--- config.mk ---
export PLATFORM = sky130hd
export DESIGN_NAME = regs_arb_flat
export DESIGN_NICKNAME = d
export VERILOG_FILES = /design/src/rtl/regs_arb_if.sv /design/src/rtl/regs_arb.sv /design/src/flat_wrapper.sv
export SDC_FILE = /design/constraint.sdc
export NUM_CORES = 1
export LEC_CHECK = 0
export CAP_MARGIN = 20
export CORE_AREA = 2 2 86 88
export CTS_BUF_LIST = sky130_fd_sc_hd__clkbuf_2 sky130_fd_sc_hd__clkbuf_4 sky130_fd_sc_hd__clkbuf_8
export CTS_CLUSTER_DIAMETER = 50
export DETAILED_ROUTE_END_ITERATION = 10
export DIE_AREA = 0 0 88 90
export GPL_TIMING_DRIVEN = 0
export HOLD_SLACK_MARGIN = 0.06
export PLACE_DENSITY_LB_ADDON = 0.12
export SLEW_MARGIN = 20
export SYNTH_ARGS = -nofsm -noshare
export SYNTH_HDL_FRONTEND = slang
export SYNTH_SLANG_ARGS = --single-unit
--- constraint.sdc ---
create_clock -name clk -period 4 [get_ports clk]
set_input_delay 0.6 -clock clk [delete_from_list [all_inputs] [get_ports clk]]
set_output_delay 0.6 -clock clk [all_outputs]
set_load 0.005 [all_outputs]
--- src/rtl/regs_arb_if.sv ---
// Requester-side port bundle for regs_arb: one instance per requester (fetch path, execute path).
// The requester drives request, lock, addresses and write data; the arbiter returns grant and read-valid.
interface regs_arb_if;
  localparam int unsigned AW = 4;
  localparam int unsigned DW = 16;

  logic          req;
  logic          lock;
  logic [AW-1:0] raddr0;
  logic [AW-1:0] raddr1;
  logic          wen;
  logic [AW-1:0] waddr0;
  logic [AW-1:0] waddr1;
  logic [DW-1:0] wdata0;
  logic [DW-1:0] wdata1;
  logic          gnt;
  logic          rvalid;

  modport master (
    output req, lock, raddr0, raddr1, wen, waddr0, waddr1, wdata0, wdata1,
    input  gnt, rvalid
  );

  modport slave (
    input  req, lock, raddr0, raddr1, wen, waddr0, waddr1, wdata0, wdata1,
    output gnt, rvalid
  );
endinterface

--- src/rtl/regs_arb.sv ---
// Arbiter/sequencer in front of the 8x16 register file: clears the file after reset,
// then shares it between requesters a and b round-robin with optional locking.
module regs_arb (
  input  logic        clk,
  input  logic        reset,
  regs_arb_if.slave   a,
  regs_arb_if.slave   b,
  output logic [15:0] rdata0,
  output logic [15:0] rdata1,
  output logic        err,
  output logic        ready,
  output logic [3:0]  rf_raddr0,
  output logic [3:0]  rf_raddr1,
  input  logic [15:0] rf_rdata0,
  input  logic [15:0] rf_rdata1,
  output logic        rf_wen,
  output logic [3:0]  rf_waddr0,
  output logic [3:0]  rf_waddr1,
  output logic [15:0] rf_wdata0,
  output logic [15:0] rf_wdata1
);
  localparam int unsigned AW = 4;
  localparam int unsigned DW = 16;
  localparam int unsigned CW = 2;

  typedef enum logic {S_INIT, S_RUN} state_t;
  typedef enum logic [1:0] {OWN_NONE, OWN_A, OWN_B} owner_t;

  state_t        state;
  logic [CW-1:0] cnt;
  owner_t        owner;
  logic          last_b;
  logic          rvalid_a_q;
  logic          rvalid_b_q;
  logic          prev_bad;

  logic          run;
  logic          elig_a;
  logic          elig_b;
  logic          win_a;
  logic          win_b;
  logic          gnt_any;
  logic          bad;

  logic [AW-1:0] sel_raddr0;
  logic [AW-1:0] sel_raddr1;
  logic          sel_wen;
  logic [AW-1:0] sel_waddr0;
  logic [AW-1:0] sel_waddr1;
  logic [DW-1:0] sel_wdata0;
  logic [DW-1:0] sel_wdata1;

  // An owner excludes the other requester; the owner itself still needs req to be served.
  assign run     = (state == S_RUN);
  assign elig_a  = run && a.req && (owner != OWN_B);
  assign elig_b  = run && b.req && (owner != OWN_A);
  assign win_a   = elig_a && (!elig_b || last_b);
  assign win_b   = elig_b && (!elig_a || !last_b);
  assign gnt_any = win_a || win_b;

  assign a.gnt    = win_a;
  assign b.gnt    = win_b;
  assign a.rvalid = rvalid_a_q;
  assign b.rvalid = rvalid_b_q;

  // Winner's transaction; requester a is the default route when nobody is granted.
  always_comb begin
    sel_raddr0 = a.raddr0;
    sel_raddr1 = a.raddr1;
    sel_wen    = a.wen;
    sel_waddr0 = a.waddr0;
    sel_waddr1 = a.waddr1;
    sel_wdata0 = a.wdata0;
    sel_wdata1 = a.wdata1;
    if (win_b) begin
      sel_raddr0 = b.raddr0;
      sel_raddr1 = b.raddr1;
      sel_wen    = b.wen;
      sel_waddr0 = b.waddr0;
      sel_waddr1 = b.waddr1;
      sel_wdata0 = b.wdata0;
      sel_wdata1 = b.wdata1;
    end
  end

  // Only 8 entries exist, so any used address with bit 3 set is out of range.
  assign bad = sel_raddr0[AW-1] || sel_raddr1[AW-1] ||
               (sel_wen && (sel_waddr0[AW-1] || sel_waddr1[AW-1]));

  // File port drive: clear sequence during INIT, winner's transaction in RUN.
  always_comb begin
    rf_raddr0 = sel_raddr0;
    rf_raddr1 = sel_raddr1;
    rf_wen    = gnt_any && sel_wen && !bad;
    rf_waddr0 = sel_waddr0;
    rf_waddr1 = sel_waddr1;
    rf_wdata0 = sel_wdata0;
    rf_wdata1 = sel_wdata1;
    if (!run) begin
      rf_wen    = 1'b1;
      rf_waddr0 = {1'b0, cnt, 1'b0};
      rf_waddr1 = {1'b0, cnt, 1'b1};
      rf_wdata0 = '0;
      rf_wdata1 = '0;
    end
  end

  assign rdata0 = prev_bad ? '0 : rf_rdata0;
  assign rdata1 = prev_bad ? '0 : rf_rdata1;

  always_ff @(posedge clk or posedge reset) begin
    if (reset) begin
      state      <= S_INIT;
      cnt        <= '0;
      owner      <= OWN_NONE;
      last_b     <= 1'b1;
      rvalid_a_q <= 1'b0;
      rvalid_b_q <= 1'b0;
      err        <= 1'b0;
      prev_bad   <= 1'b0;
      ready      <= 1'b0;
    end else begin
      rvalid_a_q <= win_a;
      rvalid_b_q <= win_b;
      err        <= gnt_any && bad;
      prev_bad   <= gnt_any && bad;
      case (state)
        S_INIT: begin
          cnt <= cnt + CW'(1);
          if (cnt == CW'(3)) begin
            state <= S_RUN;
            ready <= 1'b1;
          end
        end
        S_RUN: begin
          if (win_a) begin
            last_b <= 1'b0;
            owner  <= a.lock ? OWN_A : OWN_NONE;
          end else if (win_b) begin
            last_b <= 1'b1;
            owner  <= b.lock ? OWN_B : OWN_NONE;
          end else if (owner != OWN_NONE) begin
            // No grant while owned means the owner dropped req.
            owner <= OWN_NONE;
          end
        end
        default: state <= S_INIT;
      endcase
    end
  end
endmodule

--- src/flat_wrapper.sv ---
// flat-port wrapper written by rule: the top's interface ports become plain ports
module regs_arb_flat 
  (clk, reset, rdata0, rdata1, err, ready, rf_raddr0, rf_raddr1, rf_rdata0, rf_rdata1, rf_wen, rf_waddr0, rf_waddr1, rf_wdata0, rf_wdata1, a_req, a_lock, a_raddr0, a_raddr1, a_wen, a_waddr0, a_waddr1, a_wdata0, a_wdata1, a_gnt, a_rvalid, b_req, b_lock, b_raddr0, b_raddr1, b_wen, b_waddr0, b_waddr1, b_wdata0, b_wdata1, b_gnt, b_rvalid);
  regs_arb_if a_i ();
  regs_arb_if b_i ();
  input  logic clk;
  input  logic reset;
  output logic [15:0] rdata0;
  output logic [15:0] rdata1;
  output logic err;
  output logic ready;
  output logic [3:0] rf_raddr0;
  output logic [3:0] rf_raddr1;
  input  logic [15:0] rf_rdata0;
  input  logic [15:0] rf_rdata1;
  output logic rf_wen;
  output logic [3:0] rf_waddr0;
  output logic [3:0] rf_waddr1;
  output logic [15:0] rf_wdata0;
  output logic [15:0] rf_wdata1;
  input wire logic [$bits(a_i.req)-1:0] a_req;
  input wire logic [$bits(a_i.lock)-1:0] a_lock;
  input wire logic [$bits(a_i.raddr0)-1:0] a_raddr0;
  input wire logic [$bits(a_i.raddr1)-1:0] a_raddr1;
  input wire logic [$bits(a_i.wen)-1:0] a_wen;
  input wire logic [$bits(a_i.waddr0)-1:0] a_waddr0;
  input wire logic [$bits(a_i.waddr1)-1:0] a_waddr1;
  input wire logic [$bits(a_i.wdata0)-1:0] a_wdata0;
  input wire logic [$bits(a_i.wdata1)-1:0] a_wdata1;
  output wire logic [$bits(a_i.gnt)-1:0] a_gnt;
  output wire logic [$bits(a_i.rvalid)-1:0] a_rvalid;
  input wire logic [$bits(b_i.req)-1:0] b_req;
  input wire logic [$bits(b_i.lock)-1:0] b_lock;
  input wire logic [$bits(b_i.raddr0)-1:0] b_raddr0;
  input wire logic [$bits(b_i.raddr1)-1:0] b_raddr1;
  input wire logic [$bits(b_i.wen)-1:0] b_wen;
  input wire logic [$bits(b_i.waddr0)-1:0] b_waddr0;
  input wire logic [$bits(b_i.waddr1)-1:0] b_waddr1;
  input wire logic [$bits(b_i.wdata0)-1:0] b_wdata0;
  input wire logic [$bits(b_i.wdata1)-1:0] b_wdata1;
  output wire logic [$bits(b_i.gnt)-1:0] b_gnt;
  output wire logic [$bits(b_i.rvalid)-1:0] b_rvalid;
  assign a_i.req = a_req;
  assign a_i.lock = a_lock;
  assign a_i.raddr0 = a_raddr0;
  assign a_i.raddr1 = a_raddr1;
  assign a_i.wen = a_wen;
  assign a_i.waddr0 = a_waddr0;
  assign a_i.waddr1 = a_waddr1;
  assign a_i.wdata0 = a_wdata0;
  assign a_i.wdata1 = a_wdata1;
  assign a_gnt = a_i.gnt;
  assign a_rvalid = a_i.rvalid;
  assign b_i.req = b_req;
  assign b_i.lock = b_lock;
  assign b_i.raddr0 = b_raddr0;
  assign b_i.raddr1 = b_raddr1;
  assign b_i.wen = b_wen;
  assign b_i.waddr0 = b_waddr0;
  assign b_i.waddr1 = b_waddr1;
  assign b_i.wdata0 = b_wdata0;
  assign b_i.wdata1 = b_wdata1;
  assign b_gnt = b_i.gnt;
  assign b_rvalid = b_i.rvalid;
  regs_arb u_core (.clk(clk), .reset(reset), .a(a_i), .b(b_i), .rdata0(rdata0), .rdata1(rdata1), .err(err), .ready(ready), .rf_raddr0(rf_raddr0), .rf_raddr1(rf_raddr1), .rf_rdata0(rf_rdata0), .rf_rdata1(rf_rdata1), .rf_wen(rf_wen), .rf_waddr0(rf_waddr0), .rf_waddr1(rf_waddr1), .rf_wdata0(rf_wdata0), .rf_wdata1(rf_wdata1));
endmodule
==> metrics <==
worst reg2reg endpoint u_core.owner[1]$_DFFE_PP0P_; worst min-delay path class register to register; Psw 258 uW; CTS tree yes; GR Util met3 5.05%; power per cell area 219 nW/um^2; Setup CP Type input pin to output pin; final setup fails 0; Core Rows 31; setup_tns 0 ps; antenna cells 0; DR vias 2422; Routed wire per std cell 13.1 um; total grt overflow 0; final worst path period need 3300 ps; Worst Max-Slew Pin Slew 461 ps; First-pass DRT Iterations 6; Peak Freq 0.303 GHz; die width 88 um; gr busiest metal met2; hold path depth 1; most frequent cells in the layout 222 x clkdlybuf4s50_1, 106 x nand2_1, 37 x a21oi_1; register bit count reported by yosys 10; outcome complete, no violations; combinational power share 71.0%; Clk network pwr share 14.7%; clk_skew 1.12 ps; Final Hold Viols 0; Min-Delay Endpoint u_core.ready$_DFFE_PP0P_; GR Util met1 20.2%; Data arrival, critical path 2700 ps; largest fanout on the critical path 10; cell-internal power 584 uW; post-route ant nets 0; FF-to-FF Start u_core.run$_DFF_PP0_; starting density of the core 20.5%; r2r setup slk 2390 ps; fraction of layout cells with a size suffix above 1 4.86%; number of I/O pins 223; initial antenna violation count 0; pre-CTS setup slack 691 ps; final cycle utilization of the critical path 82.5%; Ys Warns 0; Final GP Congestion 0.784; routed wire length 7470 um; CTS buffer count 3; Cell variety after synth 32; syn_nets 384; Clock Pin Slew Worst Setup and Hold Paths 50 ps; GR Util met2 34.5%; Die H 90 um; Slew HR 69.3%; DRC viols 0; Setup Buffers After CTS 0; FF+latch area 251 sq um; Synth Instances 247; final core occ 54.7%; Post-Syn Area 1440 sq um; gr usage total 18.2%; root buffer cell clkbuf_8; Seq pwr share 14.4%; CP Capture Type output pin; commonest non-fill, non-tap cell in the layout clkdlybuf4s50_1; Slew Limit Fails 0; Switching Fraction 30.6%; HP Start u_core.ready$_DFFE_PP0P_; top-area cell type share of the netlist area 27.7%; RSZ-0062 raised after global routing no; cts repair resizes 0; H-tree Lvls 1; hold buffers post-CTS 0; clock sink count 10; first-pass GRT wire length 11800 um; largest net degree at the start of global routing 12; Leak Pwr 1.57 nW; Clock Latency Late Sink 230 ps; worst-case clock buffer depth 2; Layout Nets 611; mean area per synthesized cell 5.82 sq um; Yosys top cell by area nand2_1; sequential fraction of the synthesis area 17.5%; vias in the first global route 2446; DRC violation total after the first TritonRoute iteration 32; area of the die 7920 sq um; Area contributors post-synth nand2_1 28%, dfrtp_1 16%, nor2b_1 14%; HPWL Detailed 6410 um; total of max-cap violations 0; Worst Setup SP a_req; WP data required 3400 ps; Worst R2R Path Depth 7; Peak VDD IR 0.0000852 V; multi-input logic area 1060 sq um; # port buffers 222; Worst setup SP type input pin; Setup WS post-layout 698 ps; Core ar. 7020 sq um; area delta synth->final 167%; fillers 711; via/cell ratio 4.23
per-stage QoR:
step	total power [mW]	instances	instance area, sq um	hold WS (ps)
final	0.842	572	3840	456
after detailed placement	0.724	568	3780	449
after global routing	0.910	572	3840	476
after floorplan	0.326	247	1440	439
after CTS	0.854	572	3840	460
after global placement	0.720	568	3780	441
registers in the layout, summed over array words and instances, names as in the netlist:
register,cells
u_core.cnt,2
u_core.owner,2
u_core.a.rvalid,1
u_core.b.rvalid,1
u_core.err,1
u_core.last_b,1
u_core.ready,1
u_core.run,1
Yosys cell counts:
cell and instances:
and2_1 1, nand2_1 106, o211ai_1 1, o31ai_1 1
mux2_2 2, dfstp_2 1, buf_2 7, dfrtp_1 9
a21boi_0 1, nand3_1 3, nand3b_1 1, a21oi_1 37
o21ai_0 4, a22oi_4 1, nor2b_1 32, maj3_1 1
inv_2 2, and3_1 2, or2_2 1, nand2b_1 1
and3b_1 1, buf_6 4, a21boi_1 1, inv_1 3
nor2_1 6, a21o_1 1, or3_1 1, a311oi_2 1
xnor2_1 1, ha_1 1, a31oi_1 6, clkbuf_1 7
worst max-delay path, stage by stage:
cell	delay, ps
clkdlybuf4s50_1	590
a21boi_1	140
a22oi_4	290
buf_6	190
buf_6	150
nand2_1	60
a21oi_1	140
clkdlybuf4s50_1	540
per-layer routing:
metal / wire length [um] / share of wire [%] / vias up
met4: 48 / 0.64 / 0
met3: 751 / 10 / 6
met5: 0 / 0 / -
li1: - / - / 1250
met2: 3910 / 52 / 128
met1: 2750 / 37 / 1038
power groups by stage:
stage	clock network [mW]	registers, mW	logic [mW]
2_1_floorplan	0	0.121	0.206
3_3_place_gp	0	0.122	0.598
3_5_place_dp	0	0.123	0.601
4_1_cts	0.127	0.121	0.606
5_1_grt	0.132	0.123	0.655
6_report	0.123	0.121	0.597
logic make-up after synthesis:
kind of cell             Yosys count  synth area share [%]
XOR/XNOR                           1                 0.610
AO/OA/AOI/OAI                     54                  22.0
buffers and inverters             23                  8.71
AND/OR/NAND/NOR                  155                  48.0
adder cells (fa/ha/maj)            2                  1.57
flip-flops                        10                  17.5
multiplexers                       2                  1.57
worst max-delay path by stage:
| stage | endpoint | slack, ps | cells after the start |
|---|---|---|---|
| floorplan | rf_wen | 1880 | 4 |
| global placement | rf_wdata0[12] | 700 | 7 |
| detailed placement | rf_wdata0[12] | 690 | 7 |
| CTS | rf_wdata0[12] | 680 | 7 |
| global route | rf_wdata0[12] | 530 | 7 |
| finish | rf_wdata1[6] | 700 | 8 |
cell type report:
type                            instances  share of cell area [%]
Buffer                                 18                    2.77
Clock buffer                            4                    1.43
Inverter                                5                   0.489
Multi-Input combinational cell        214                    27.6
Sequential cell                        10                    6.55
Tap cell                               99                    3.23
Timing Repair Buffer                  222                    57.9
Power figures use the tool's default switching activity.
